--- config.mk ---
export PLATFORM = sky130hd
export DESIGN_NAME = instr_fetch
export DESIGN_NICKNAME = d
export VERILOG_FILES = /design/src/rtl/instr_fetch.sv
export SDC_FILE = /design/constraint.sdc
export NUM_CORES = 1
export LEC_CHECK = 0
export CORE_MARGIN = 1
export CORE_UTILIZATION = 36
export DETAILED_ROUTE_END_ITERATION = 12
export GPL_ROUTABILITY_DRIVEN = 0
export PLACE_DENSITY = 0.75
export SETUP_SLACK_MARGIN = 0.1
export SLEW_MARGIN = 20
export SYNTH_ARGS = -nofsm -noshare
export SYNTH_HDL_FRONTEND = slang
export SYNTH_SLANG_ARGS = --single-unit
export TNS_END_PERCENT = 100
--- constraint.sdc ---
create_clock -name clk -period 1.22 [get_ports clk]
set_input_delay 0.366 -clock clk [delete_from_list [all_inputs] [get_ports clk]]
set_output_delay 0.366 -clock clk [all_outputs]
set_load 0.05 [all_outputs]
--- src/rtl/instr_fetch.sv ---
// rtl/instr_fetch.sv - instruction fetch FSM with IR field decode; optional FETCH_TIMEOUT_EN fetch watchdog
module instr_fetch (
    input  logic        clk,
    input  logic        rst,
    output logic        imem_req,
    output logic [9:0]  imem_addr,
    input  logic        imem_ack,
    input  logic [15:0] imem_rdata,
    input  logic        stall,
    input  logic        branch_taken,
    input  logic [9:0]  branch_target,
    output logic [5:0]  opcode,
    output logic        RA,
    output logic [1:0]  RA_stack,
    output logic [8:0]  Immediate,
    output logic        instr_valid,
    output logic [9:0]  pc,
    output logic        halted,
    output logic        fetch_err
);

    typedef enum logic [1:0] {S_IDLE, S_FETCH, S_ISSUE, S_HALT} state_t;

    localparam logic [5:0] OP_HLT = 6'b111111;

    state_t      state, state_nx;
    logic [15:0] ir;
    logic [9:0]  pc_q, pc_nx;
    logic        ir_load;
    logic        timeout;

`ifdef FETCH_TIMEOUT_EN
    logic [3:0] wait_cnt;
    logic       err_q;

    // Count ack-less FETCH cycles; held at zero outside FETCH so every fetch starts fresh
    always_ff @(posedge clk or negedge rst) begin
        if (!rst)
            wait_cnt <= 4'd0;
        else if (state != S_FETCH || imem_ack)
            wait_cnt <= 4'd0;
        else
            wait_cnt <= wait_cnt + 4'd1;
    end

    // Sticky error flag once a fetch has gone unanswered for 16 cycles
    always_ff @(posedge clk or negedge rst) begin
        if (!rst)
            err_q <= 1'b0;
        else if (timeout)
            err_q <= 1'b1;
    end

    assign timeout   = (state == S_FETCH) && !imem_ack && (wait_cnt == 4'hF);
    assign fetch_err = err_q;
`else
    assign timeout   = 1'b0;
    assign fetch_err = 1'b0;
`endif

    // State, program counter and instruction register
    always_ff @(posedge clk or negedge rst) begin
        if (!rst) begin
            state <= S_IDLE;
            pc_q  <= 10'd0;
            ir    <= 16'd0;
        end else begin
            state <= state_nx;
            pc_q  <= pc_nx;
            if (ir_load)
                ir <= imem_rdata;
        end
    end

    // Next-state logic; HLT is checked before branch so it wins
    always_comb begin
        state_nx = state;
        pc_nx    = pc_q;
        ir_load  = 1'b0;
        case (state)
            S_IDLE:  state_nx = S_FETCH;
            S_FETCH: begin
                if (imem_ack) begin
                    ir_load  = 1'b1;
                    state_nx = S_ISSUE;
                end else if (timeout) begin
                    state_nx = S_HALT;
                end
            end
            S_ISSUE: begin
                if (!stall) begin
                    if (ir[15:10] == OP_HLT) begin
                        state_nx = S_HALT;
                    end else if (branch_taken) begin
                        pc_nx    = branch_target;
                        state_nx = S_FETCH;
                    end else begin
                        pc_nx    = pc_q + 10'd1;
                        state_nx = S_FETCH;
                    end
                end
            end
            S_HALT:  state_nx = S_HALT;
            default: state_nx = S_IDLE;
        endcase
    end

    assign imem_req    = (state == S_FETCH);
    assign imem_addr   = pc_q;
    assign instr_valid = (state == S_ISSUE);
    assign halted      = (state == S_HALT);
    assign pc          = pc_q;
    assign opcode      = ir[15:10];
    assign RA          = ir[9];
    assign RA_stack    = ir[9:8];
    assign Immediate   = ir[8:0];

endmodule

==> metrics.md, run 1 <==
| Metric | Value |
|---|---|
| Worst Setup End Kind | `output pin` |
| Pin count of the biggest net entering global routing | `29` |
| Netlist cell types | `40` |
| Clock Pin Slew Worst Setup and Hold Paths | `0.09 ns` |
| Clock Skew | `0.006956 ns` |
| Fraction of registers with async set/reset | `1.000` |
| Worst Path Required | `0.85 ns` |
| Router iterations before antenna repair | `4` |
| Sequential area share after synthesis | `0.4636` |
| Crit path cell chain | `and2b_2 > buf_12` |
| Post-route ant nets | `0` |
| Design internal power | `4811 uW` |
| Ys flop type | `dfrtp_1` |
| CP max FO | `5` |
| I/O pin count | `73` |
| Endpoints failing hold | `0` |
| Reg2Reg Depth | `6` |
| Register bit total from synthesis | `28` |
| Clock network power share | `0.061` |
| Seq pwr share | `0.214` |
| CP top delay family | `flip-flops` |
| Synthesized instance count | `138` |
| Crit path buf inv count | `1` |
| Final WS setup | `-0.2463 ns` |
| Die X | `66.80 um` |
| Final nets | `275` |
| Most common cell after layout, fill and taps aside | `buf_12` |
| # DRC | `0` |
| Clock Root Buffer | `clkbuf_8` |
| CP arrival | `1.10 ns` |
| Slowest-stage cell, CP | `dfrtp_1` |
| Most frequent cells in the layout | `buf_12 (43), clkdlybuf4s50_1 (29), buf_4 (29), dfrtp_2 (19), buf_6 (16)` |
| Global route overflow | `0` |
| Switching share of power | `0.4305` |
| Period minus WS final | `1.466 ns` |
| Combinational fraction of design power | `0.725` |
| Clk_lat worst skew | `0.28 ns` |
| Leakage power | `0.001380 uW` |
| Core Footprint | `4029 sq um` |
| Final setup viols | `63` |
| Final core utilization | `0.7801` |
| Critical path depth | `2` |
| Mapped cell area | `1511 sq um` |
| Worst path max stage delay | `0.42 ns` |
| P&R area growth vs syn | `107.9%` |
| VDD IR max | `2.439 mV` |
| 1st-iter DRT viols | `50` |
| Failing checks | `setup timing` |
| Die ar. | `4462 sq um` |
| Synth warnings | `0` |
| Htree depth | `1` |
| TritonCTS clock tree | `yes` |
| Cell area after layout | `3143 sq um` |
| Fmax | `682.0 MHz` |
| CTS max path bufs | `2` |
| RSZ-0062 raised after global routing | `true` |
| Min-delay worst type | `in -> async` |
| Synth Area per Inst | `10.95 sq um` |
| Routed length per instance | `14.65 um` |
| Cell Count, Final, Fillers Out | `292` |
| Outcome | `complete, but fails checks` |
| Syn nets | `170` |
| Setup WS pre-CTS | `-0.4655 ns` |
| Vias | `1480` |
| Vias in the first global route | `1548` |
| # fillers | `243` |
| Post-placement cell count | `266` |
| Initial antenna violation count | `0` |
| Crit path kind | `reg -> out` |
| WL final | `4.278 mm` |
| Initial Utilization | `0.3752` |
| Number of synthesized flops with an enable pin | `0` |
| Critical path launch point type | `flip-flop` |
| Max-cap violations | `0` |
| Clock Sinks | `28` |
| Sw power | `3637 uW` |
| GRT Total Usage | `0.2046` |
| Number of placement rows | `23` |
| Pwr/cell area | `2688 nW/um^2` |
| Area of placed instances | `2821 sq um` |
| Ant diodes | `0` |
| Port bufs | `71` |
| HPWL after DPL | `2.975 mm` |
| Fin crit share | `1.202` |
| First-pass GRT wire length | `6.775 mm` |
| Share of cells above drive strength 1 | `0.5826` |
| Via density | `5.068` |
| Total CTS buffers | `3` |
| Die H | `66.80 um` |
| Setup_tns | `-6.869 ns` |
| Slew Viols, Final | `0` |
[synthesized netlist by cell type (2+ instances only)]
library cell,number,area share
a21oi_1,5,0.017
a22oi_1,2,0.0099
and3_1,3,0.012
buf_4,16,0.079
clkbuf_1,2,0.0050
dfrtp_1,28,0.46
inv_1,2,0.0050
mux2_2,6,0.045
mux2_4,10,0.099
nand2_1,10,0.025
nand3_1,3,0.0099
nand4_1,5,0.021
nor2_1,6,0.015
nor3_1,2,0.0066
o21ai_0,7,0.023
o21ai_1,6,0.020
o31a_1,2,0.012
[area by class of cell]
class	count	area, sq um	area share
Sequential cell	28	724.4	0.2305
Tap cell	50	62.56	0.01990
Clock buffer	4	45.04	0.01433
Timing Repair Buffer	118	1558	0.4956
Inverter	2	7.507	0.002389
Multi-Input combinational cell	90	745.7	0.2373
[timing repair]
| item | in CTS | in global routing |
|---|---|---|
| gates cloned | 1 | 0 |
| endpoints found under the setup margin | 67 | 68 |
| pin swaps | 2 | 3 |
| hold buffers | 0 | 0 |
| gates resized for setup | 21 | 6 |
| setup buffers | 15 | 6 |
[worst paths after layout]
kind                                 to    startpoint  slack, ns
min                        imem_addr[7]           rst       0.45
min reg2reg                imem_addr[0]  imem_addr[0]       0.57
max reg2reg                imem_addr[1]      state[1]      -0.23
max                         instr_valid      state[0]      -0.25
max in group asynchronous  imem_addr[0]           rst       0.59
min in group clk           imem_addr[0]  imem_addr[0]       0.57
[cells by family (layout without fill, tap and decap cells)]
group                      after synthesis  in the layout  share of synthesized area
and+or+nand+nor                         39             40                     0.1482
other                                    1              1                   0.002481
buffers and inverters                   21            124                    0.09686
adders and majority gates                1              1                   0.008277
AOI/OAI and AO/OA                       31             31                     0.1300
muxes                                   17             17                     0.1507
DFF                                     28             28                     0.4636
[through the flow]
stage / power, uW / hold slack (ns)
floorplan: 4618 / 0.07041
global placement: 7329 / 0.5387
detailed placement: 7417 / 0.5476
CTS: 8344 / 0.4547
global route: 8770 / 0.4620
finish: 8448 / 0.4466
[power by group through the flow]
stage | Sequential (uW) | Combinational, uW | Clock, uW
5_1_grt | 1870 | 6350 | 550
3_3_place_gp | 1790 | 5540 | 0
6_report | 1810 | 6130 | 513
2_1_floorplan | 3100 | 1520 | 0
3_5_place_dp | 1820 | 5600 | 0
4_1_cts | 1800 | 6020 | 522
[flip-flops by register name (all words and copies together) (netlist names)]
name / cells
state: 2
ir: 16
imem_addr: 10
[layer usage]
layer | track usage | share of wire
met1 | 0.2210 | 0.37
met2 | 0.3763 | 0.53
met3 | 0.05308 | 0.080
met4 | 0.07713 | 0.023
met5 | 0 | 0
(Power assumes the default switching activity.)
==> run 2, diff against run 1 <==
CTS_BUF_LIST = sky130_fd_sc_hd__clkbuf_8 sky130_fd_sc_hd__clkbuf_16   (was unset)
==> run 2 against run 1 <==
Against the previous run: the flow still finishes with violations (setup timing); global-route usage stayed put; via count is 0.27% lower; clock skew hardly changed; total power hardly changed; maximum frequency hardly changed; critical path type unchanged.
==> metrics.md, run 2 (synthesis results as in run 1) <==
| Metric | Value |
|---|---|
| # fillers | `243 (unchanged)` |
| Reg2Reg Depth | `6 (unchanged)` |
| Die X | `66.80 um (unchanged)` |
| Clk_lat worst skew | `0.28 ns (about the same)` |
| Register name with the most flops | `ir (unchanged)` |
| CP arrival | `1.10 ns (about the same)` |
| Clock Sinks | `28 (unchanged)` |
| Initial Utilization | `0.3752 (unchanged)` |
| Max reg flops | `16 (unchanged)` |
| Via density | `5.055 (was 5.068)` |
| Setup WS pre-CTS | `-0.4655 ns (unchanged)` |
| GRT Total Usage | `0.2046 (unchanged)` |
| RSZ-0062 raised after global routing | `true (unchanged)` |
| CTS max path bufs | `2 (unchanged)` |
| Clock Root Buffer | `clkbuf_8 (unchanged)` |
| CP endpoint | `instr_valid (unchanged)` |
| Min-delay worst type | `in -> async (unchanged)` |
| Reg-to-reg endpoint | `imem_addr[1] (unchanged)` |
| Vias in the first global route | `1548 (unchanged)` |
| Global route overflow | `0 (unchanged)` |
| Final setup viols | `63 (unchanged)` |
| Worst R2R Start | `state[1] (unchanged)` |
| Worst Setup End Kind | `output pin (unchanged)` |
| Fmax | `682.0 MHz (about the same)` |
| VDD IR max | `2.439 mV (about the same)` |
| Die ar. | `4462 sq um (unchanged)` |
| P&R area growth vs syn | `107.9% (unchanged)` |
| Worst path max stage delay | `0.42 ns (about the same)` |
| CP max FO | `5 (unchanged)` |
| # DRC | `0 (unchanged)` |
| Die H | `66.80 um (unchanged)` |
| Area of the multi-input gates | `745.7 sq um (unchanged)` |
| Post-route ant nets | `0 (unchanged)` |
| WL final | `4.278 mm (unchanged)` |
| Post-placement cell count | `266 (unchanged)` |
| Clock Skew | `0.007332 ns (was 0.006956 ns)` |
| Failing checks | `setup timing (unchanged)` |
| Slew Viols, Final | `0 (unchanged)` |
| Leakage power | `0.001384 uW (was 0.001380 uW)` |
| Pin count of the biggest net entering global routing | `29 (unchanged)` |
| Fin crit share | `1.202 (about the same)` |
| Worst hold slack | `0.4471 ns (was 0.4466 ns)` |
| Hold buffer count at cts | `0 (unchanged)` |
| I/O pin count | `73 (unchanged)` |
| 1st-iter DRT viols | `53 (was 50)` |
| Crit path kind | `reg -> out (unchanged)` |
| R2r setup slk | `-0.23 ns (about the same)` |
| Slowest-stage cell, CP | `dfrtp_1 (unchanged)` |
| Core Footprint | `4029 sq um (unchanged)` |
| TritonCTS clock tree | `yes (unchanged)` |
| Vias | `1476 (was 1480)` |
| Seq. cell area | `724.4 sq um (unchanged)` |
| Most frequent cells in the layout | `buf_12 (43), clkdlybuf4s50_1 (29), buf_4 (29), dfrtp_2 (19), buf_6 (16) (unchanged)` |
| Cell area after layout | `3143 sq um (unchanged)` |
| Setup_tns | `-6.871 ns (was -6.869 ns)` |
| Most common cell after layout, fill and taps aside | `buf_12 (unchanged)` |
| Clock Pin Slew Worst Setup and Hold Paths | `0.09 ns (about the same)` |
| Cell Count, Final, Fillers Out | `292 (unchanged)` |
| Worst Path Required | `0.85 ns (about the same)` |
| Port bufs | `71 (unchanged)` |
| Final WS setup | `-0.2463 ns (about the same)` |
| Routed length per instance | `14.65 um (unchanged)` |
| Endpoints failing hold | `0 (unchanged)` |
| Max-cap violations | `0 (unchanged)` |
| HPWL after DPL | `2.975 mm (unchanged)` |
| Period minus WS final | `1.466 ns (about the same)` |
| Initial antenna violation count | `0 (unchanged)` |
| Pwr/cell area | `2685 nW/um^2 (was 2688 nW/um^2)` |
| Htree depth | `1 (unchanged)` |
| Outcome | `complete, but fails checks (unchanged)` |
| Total CTS buffers | `3 (unchanged)` |
| Share of cells above drive strength 1 | `0.5826 (unchanged)` |
| Final nets | `275 (unchanged)` |
| Area of placed instances | `2821 sq um (unchanged)` |
| Critical path launch point type | `flip-flop (unchanged)` |
| Number of placement rows | `23 (unchanged)` |
| Ant diodes | `0 (unchanged)` |
| Crit path cell chain | `and2b_2 > buf_12 (unchanged)` |
| Router iterations before antenna repair | `4 (unchanged)` |
| First-pass GRT wire length | `6.775 mm (unchanged)` |
| Worst setup path start | `state[0] (unchanged)` |
[run 2: cell types whose count changed in the layout (fill, tap and decap cells not counted)]
cell      previous run  this run
clkbuf_1             1         0
inv_1                2         3
[run 2: through the flow]
| stage | util | power, uW |
|---|---|---|
| after floorplan | - | 4618 |
| after global placement | 0.7003 | 7329 |
| after detailed placement | 0.7003 | 7417 |
| after CTS | 0.7627 | 8336 |
| after global routing | 0.7801 | 8762 |
| final | 0.7801 | 8440 |
[run 2: what timing repair did]
| item | in CTS | in global routing |
|---|---|---|
| pin swaps | 2 | 3 |
| cloned | 1 | 0 |
| setup buffers | 15 | 6 |
| endpoints found under the setup margin | 67 | 68 |
| gates resized for setup | 21 | 6 |
[run 2: per-layer routing]
layer | up-vias | share of wire | GRT usage
li1 | 687 | - | -
met1 | 707 | 0.37 | 0.2210
met2 | 73 | 0.53 | 0.3763
met3 | 9 | 0.080 | 0.05308
met4 | 0 | 0.023 | 0.07713
met5 | - | 0 | 0
[run 2: how the worst min path moves through the flow]
stage | start | to | slack (ns) | cells past startpoint
floorplan | rst | imem_addr[0] | 0.07 | 0
global placement | imem_addr[0] | imem_addr[0] | 0.54 | 2
CTS | rst | imem_addr[7] | 0.45 | 2
global route | rst | imem_addr[7] | 0.46 | 2
finish | rst | imem_addr[7] | 0.45 | 2
detailed placement | imem_addr[0] | imem_addr[0] | 0.55 | 2
[run 2: critical path: cells and delay by family (launching register included)]
kind          cells  cell delay (ns)
buf+inv           1             0.15
simple gates      1             0.26
flops             1             0.42
[run 2: cell type report]
cell class                      instances  share of cell area
Clock buffer                            3             0.01314
Clock inverter                          1            0.001194
Inverter                                2            0.002389
Multi-Input combinational cell         90              0.2373
Sequential cell                        28              0.2305
Tap cell                               50             0.01990
Timing Repair Buffer                  118              0.4956
[run 2: report_power, final]
| group | total (uW) | leakage, uW | internal [uW] | switching, uW |
|---|---|---|---|---|
| sequential | 1810 | 0.000314 | 1360 | 448 |
| combinational | 6130 | 0.00104 | 3220 | 2910 |
| clock | 506 | 0.0000269 | 226 | 280 |
| total | 8440 | 0.00138 | 4800 | 3640 |
==> run 3, diff against run 2 <==
REMOVE_ABC_BUFFERS = 1   (was unset)
SLEW_MARGIN = 25   (was 20)
==> run 3 against run 2 <==
Against the previous run: the run still ends with setup timing left; count of clock-buffer cells in the layout increased by 1; utilization rose by 2.2 points; sequential share of layout area decreased by 1.1 points; largest cell class unchanged; die area unchanged; non-clock buffer count increased by 9; final cell count up 3.1%; routed wire length is 7.4% higher; setup slack worse by 0.027 ns; clock skew decreased by 0.0046 ns; global-route usage is 0.61 points lower.
==> metrics.md, run 3 (synthesis results as in run 1) <==
| Metric | Value |
|---|---|
| Outcome | `complete, but fails checks (unchanged)` |
| Failing checks | `setup timing (unchanged)` |
| Clock Root Buffer | `clkbuf_8 (unchanged)` |
| Worst hold slack | `0.4305 ns (was 0.4471 ns)` |
| Crit path buf inv count | `1 (unchanged)` |
| Crit path kind | `reg -> out (unchanged)` |
| CTS max path bufs | `2 (unchanged)` |
| Final setup viols | `64 (was 63)` |
| First-pass GRT wire length | `6.541 mm (was 6.775 mm)` |
| Max-cap violations | `0 (unchanged)` |
| Reg2Reg Depth | `7 (was 6)` |
| Via density | `5.047 (was 5.055)` |
| CP max FO | `5 (unchanged)` |
| Worst Path Required | `0.85 ns (about the same)` |
| TritonCTS clock tree | `yes (unchanged)` |
| Initial antenna violation count | `0 (unchanged)` |
| Die X | `66.80 um (unchanged)` |
| Cell Count, Final, Fillers Out | `301 (was 292)` |
| Slew Viols, Final | `0 (unchanged)` |
| Final WS setup | `-0.2736 ns (was -0.2463 ns)` |
| Most common cell after layout, fill and taps aside | `buf_12 (unchanged)` |
| Clock Skew | `0.002777 ns (was 0.007332 ns)` |
| Design internal power | `4856 uW (was 4803 uW)` |
| Max reg flops | `16 (unchanged)` |
| Worst R2R Start | `state[0] (was state[1])` |
| Final nets | `284 (was 275)` |
| 1st-iter DRT viols | `55 (was 53)` |
| Global route overflow | `0 (unchanged)` |
| Met3 Use GR | `0.07021 (was 0.05308)` |
| Clock Sinks | `28 (unchanged)` |
| Most crowded layer after global routing | `met2 (unchanged)` |
| Reg-to-reg endpoint | `imem_addr[1] (unchanged)` |
| HPWL after DPL | `2.782 mm (was 2.975 mm)` |
| Port bufs | `71 (unchanged)` |
| Min-delay worst type | `in -> async (unchanged)` |
| Crit path cell chain | `and2b_2 > buf_12 (unchanged)` |
| Fin crit share | `1.224 (was 1.202)` |
| I/O pin count | `73 (unchanged)` |
| Met2 Use GR | `0.3384 (was 0.3763)` |
| Leakage power | `0.001459 uW (was 0.001384 uW)` |
| Most frequent cells in the layout | `buf_12 (42), buf_4 (36), clkdlybuf4s50_1 (27), dfrtp_1 (22), buf_6 (19) (was buf_12 (43), clkdlybuf4s50_1 (29), buf_4 (29), dfrtp_2 (19), buf_6 (16))` |
| Post-placement cell count | `265 (was 266)` |
| CP top delay family | `flip-flops (unchanged)` |
| Sw power | `3658 uW (was 3637 uW)` |
| Seq pwr share | `0.204 (was 0.214)` |
| Combinational fraction of design power | `0.727 (was 0.726)` |
| Post-route ant nets | `0 (unchanged)` |
| Final core utilization | `0.8019 (was 0.7801)` |
| GRT Total Usage | `0.1985 (was 0.2046)` |
| Die ar. | `4462 sq um (unchanged)` |
| Routed length per instance | `15.27 um (was 14.65 um)` |
| Worst path max stage delay | `0.46 ns (was 0.42 ns)` |
| WL final | `4.596 mm (was 4.278 mm)` |
| Period minus WS final | `1.494 ns (was 1.466 ns)` |
| RSZ-0062 raised after global routing | `true (unchanged)` |
| Router iterations before antenna repair | `4 (unchanged)` |
| Clock Pin Slew Worst Setup and Hold Paths | `0.10 ns (was 0.09 ns)` |
| Total CTS buffers | `3 (unchanged)` |
| Ant diodes | `0 (unchanged)` |
| P&R area growth vs syn | `113.7% (was 107.9%)` |
| CP arrival | `1.13 ns (was 1.10 ns)` |
| Core Footprint | `4029 sq um (unchanged)` |
| Vias | `1519 (was 1476)` |
| VDD IR max | `2.058 mV (was 2.439 mV)` |
| Number of placement rows | `23 (unchanged)` |
| Critical path launch point type | `flip-flop (unchanged)` |
| Register name with the most flops | `ir (unchanged)` |
| Switching share of power | `0.4297 (was 0.4310)` |
| Total power | `8514 uW (was 8440 uW)` |
| Share of cells above drive strength 1 | `0.5657 (was 0.5826)` |
| Worst Setup End Kind | `output pin (unchanged)` |
| # DRC | `0 (unchanged)` |
| Slowest-stage cell, CP | `dfrtp_2 (was dfrtp_1)` |
| Met1 Track Usage GR | `0.2253 (was 0.2210)` |
| Pin count of the biggest net entering global routing | `29 (unchanged)` |
| Endpoints failing hold | `0 (unchanged)` |
| Htree depth | `1 (unchanged)` |
| R2r setup slk | `-0.24 ns (was -0.23 ns)` |
| Clk_lat worst skew | `0.28 ns (about the same)` |
| Die H | `66.80 um (unchanged)` |
| Initial Utilization | `0.3752 (unchanged)` |
| Clock network power share | `0.069 (was 0.060)` |
| Pwr/cell area | `2635 nW/um^2 (was 2685 nW/um^2)` |
| Fmax | `669.5 MHz (was 682.0 MHz)` |
| Vias in the first global route | `1464 (was 1548)` |
[run 3: what timing repair did]
| action | 4_1_cts | 5_1_grt |
|---|---|---|
| gates resized for setup | 26 | 26 |
| hold buffers | 0 | 0 |
| cloned | 1 | 0 |
| setup endpoints to repair | 67 | 68 |
| pin swaps | 3 | 5 |
| buffers inserted | 19 | 12 |
[run 3: worst max-delay path by stage]
stage	from	end	cells after the start
after floorplan	imem_addr[0]	imem_addr[8]	5
after global placement	stall	imem_addr[3]	5
after detailed placement	stall	imem_addr[5]	5
after CTS	state[0]	instr_valid	2
after global routing	state[0]	imem_req	3
final	state[1]	instr_valid	2
[run 3: metrics by stage]
stage,area [sq um],setup slack (ns),TNS [ns]
2_1_floorplan,1373,-0.8561,-11.19
3_3_place_gp,2756,-0.4414,-9.392
3_5_place_dp,2756,-0.4741,-9.878
4_1_cts,3068,-0.2796,-6.699
5_1_grt,3231,-0.2956,-9.274
6_report,3231,-0.2736,-6.860
[run 3: power groups by stage]
stage	Sequential (uW)	Combinational, uW	Clock, uW
after floorplan	3550	547	0
after global placement	1700	5520	0
after detailed placement	1720	5560	0
after CTS	1730	6080	606
after global routing	1790	6420	630
final	1740	6190	589
[run 3: area by class of cell]
| cell class | count | area, sq um |
|---|---|---|
| Clock buffer | 4 | 55.05 |
| Fill cell | 216 | 798.3 |
| Multi-Input combinational cell | 90 | 768.2 |
| Timing Repair Buffer | 127 | 1629 |
| Sequential cell | 28 | 708.2 |
| Inverter | 2 | 7.507 |
| Tap cell | 50 | 62.56 |
[run 3: layer usage]
| metal | up-vias | share of wire |
|---|---|---|
| met4 | 0 | 0.032 |
| li1 | 712 | - |
| met5 | - | 0 |
| met2 | 84 | 0.51 |
| met3 | 14 | 0.093 |
| met1 | 709 | 0.36 |
[run 3: worst register-to-register path, stage by stage (launching register included)]
cell	delay (ns)
dfrtp_1	0.43
buf_4	0.15
nor3b_4	0.23
o21ai_4	0.13
buf_6	0.14
buf_4	0.14
nand2_1	0.06
o21ai_1	0.06
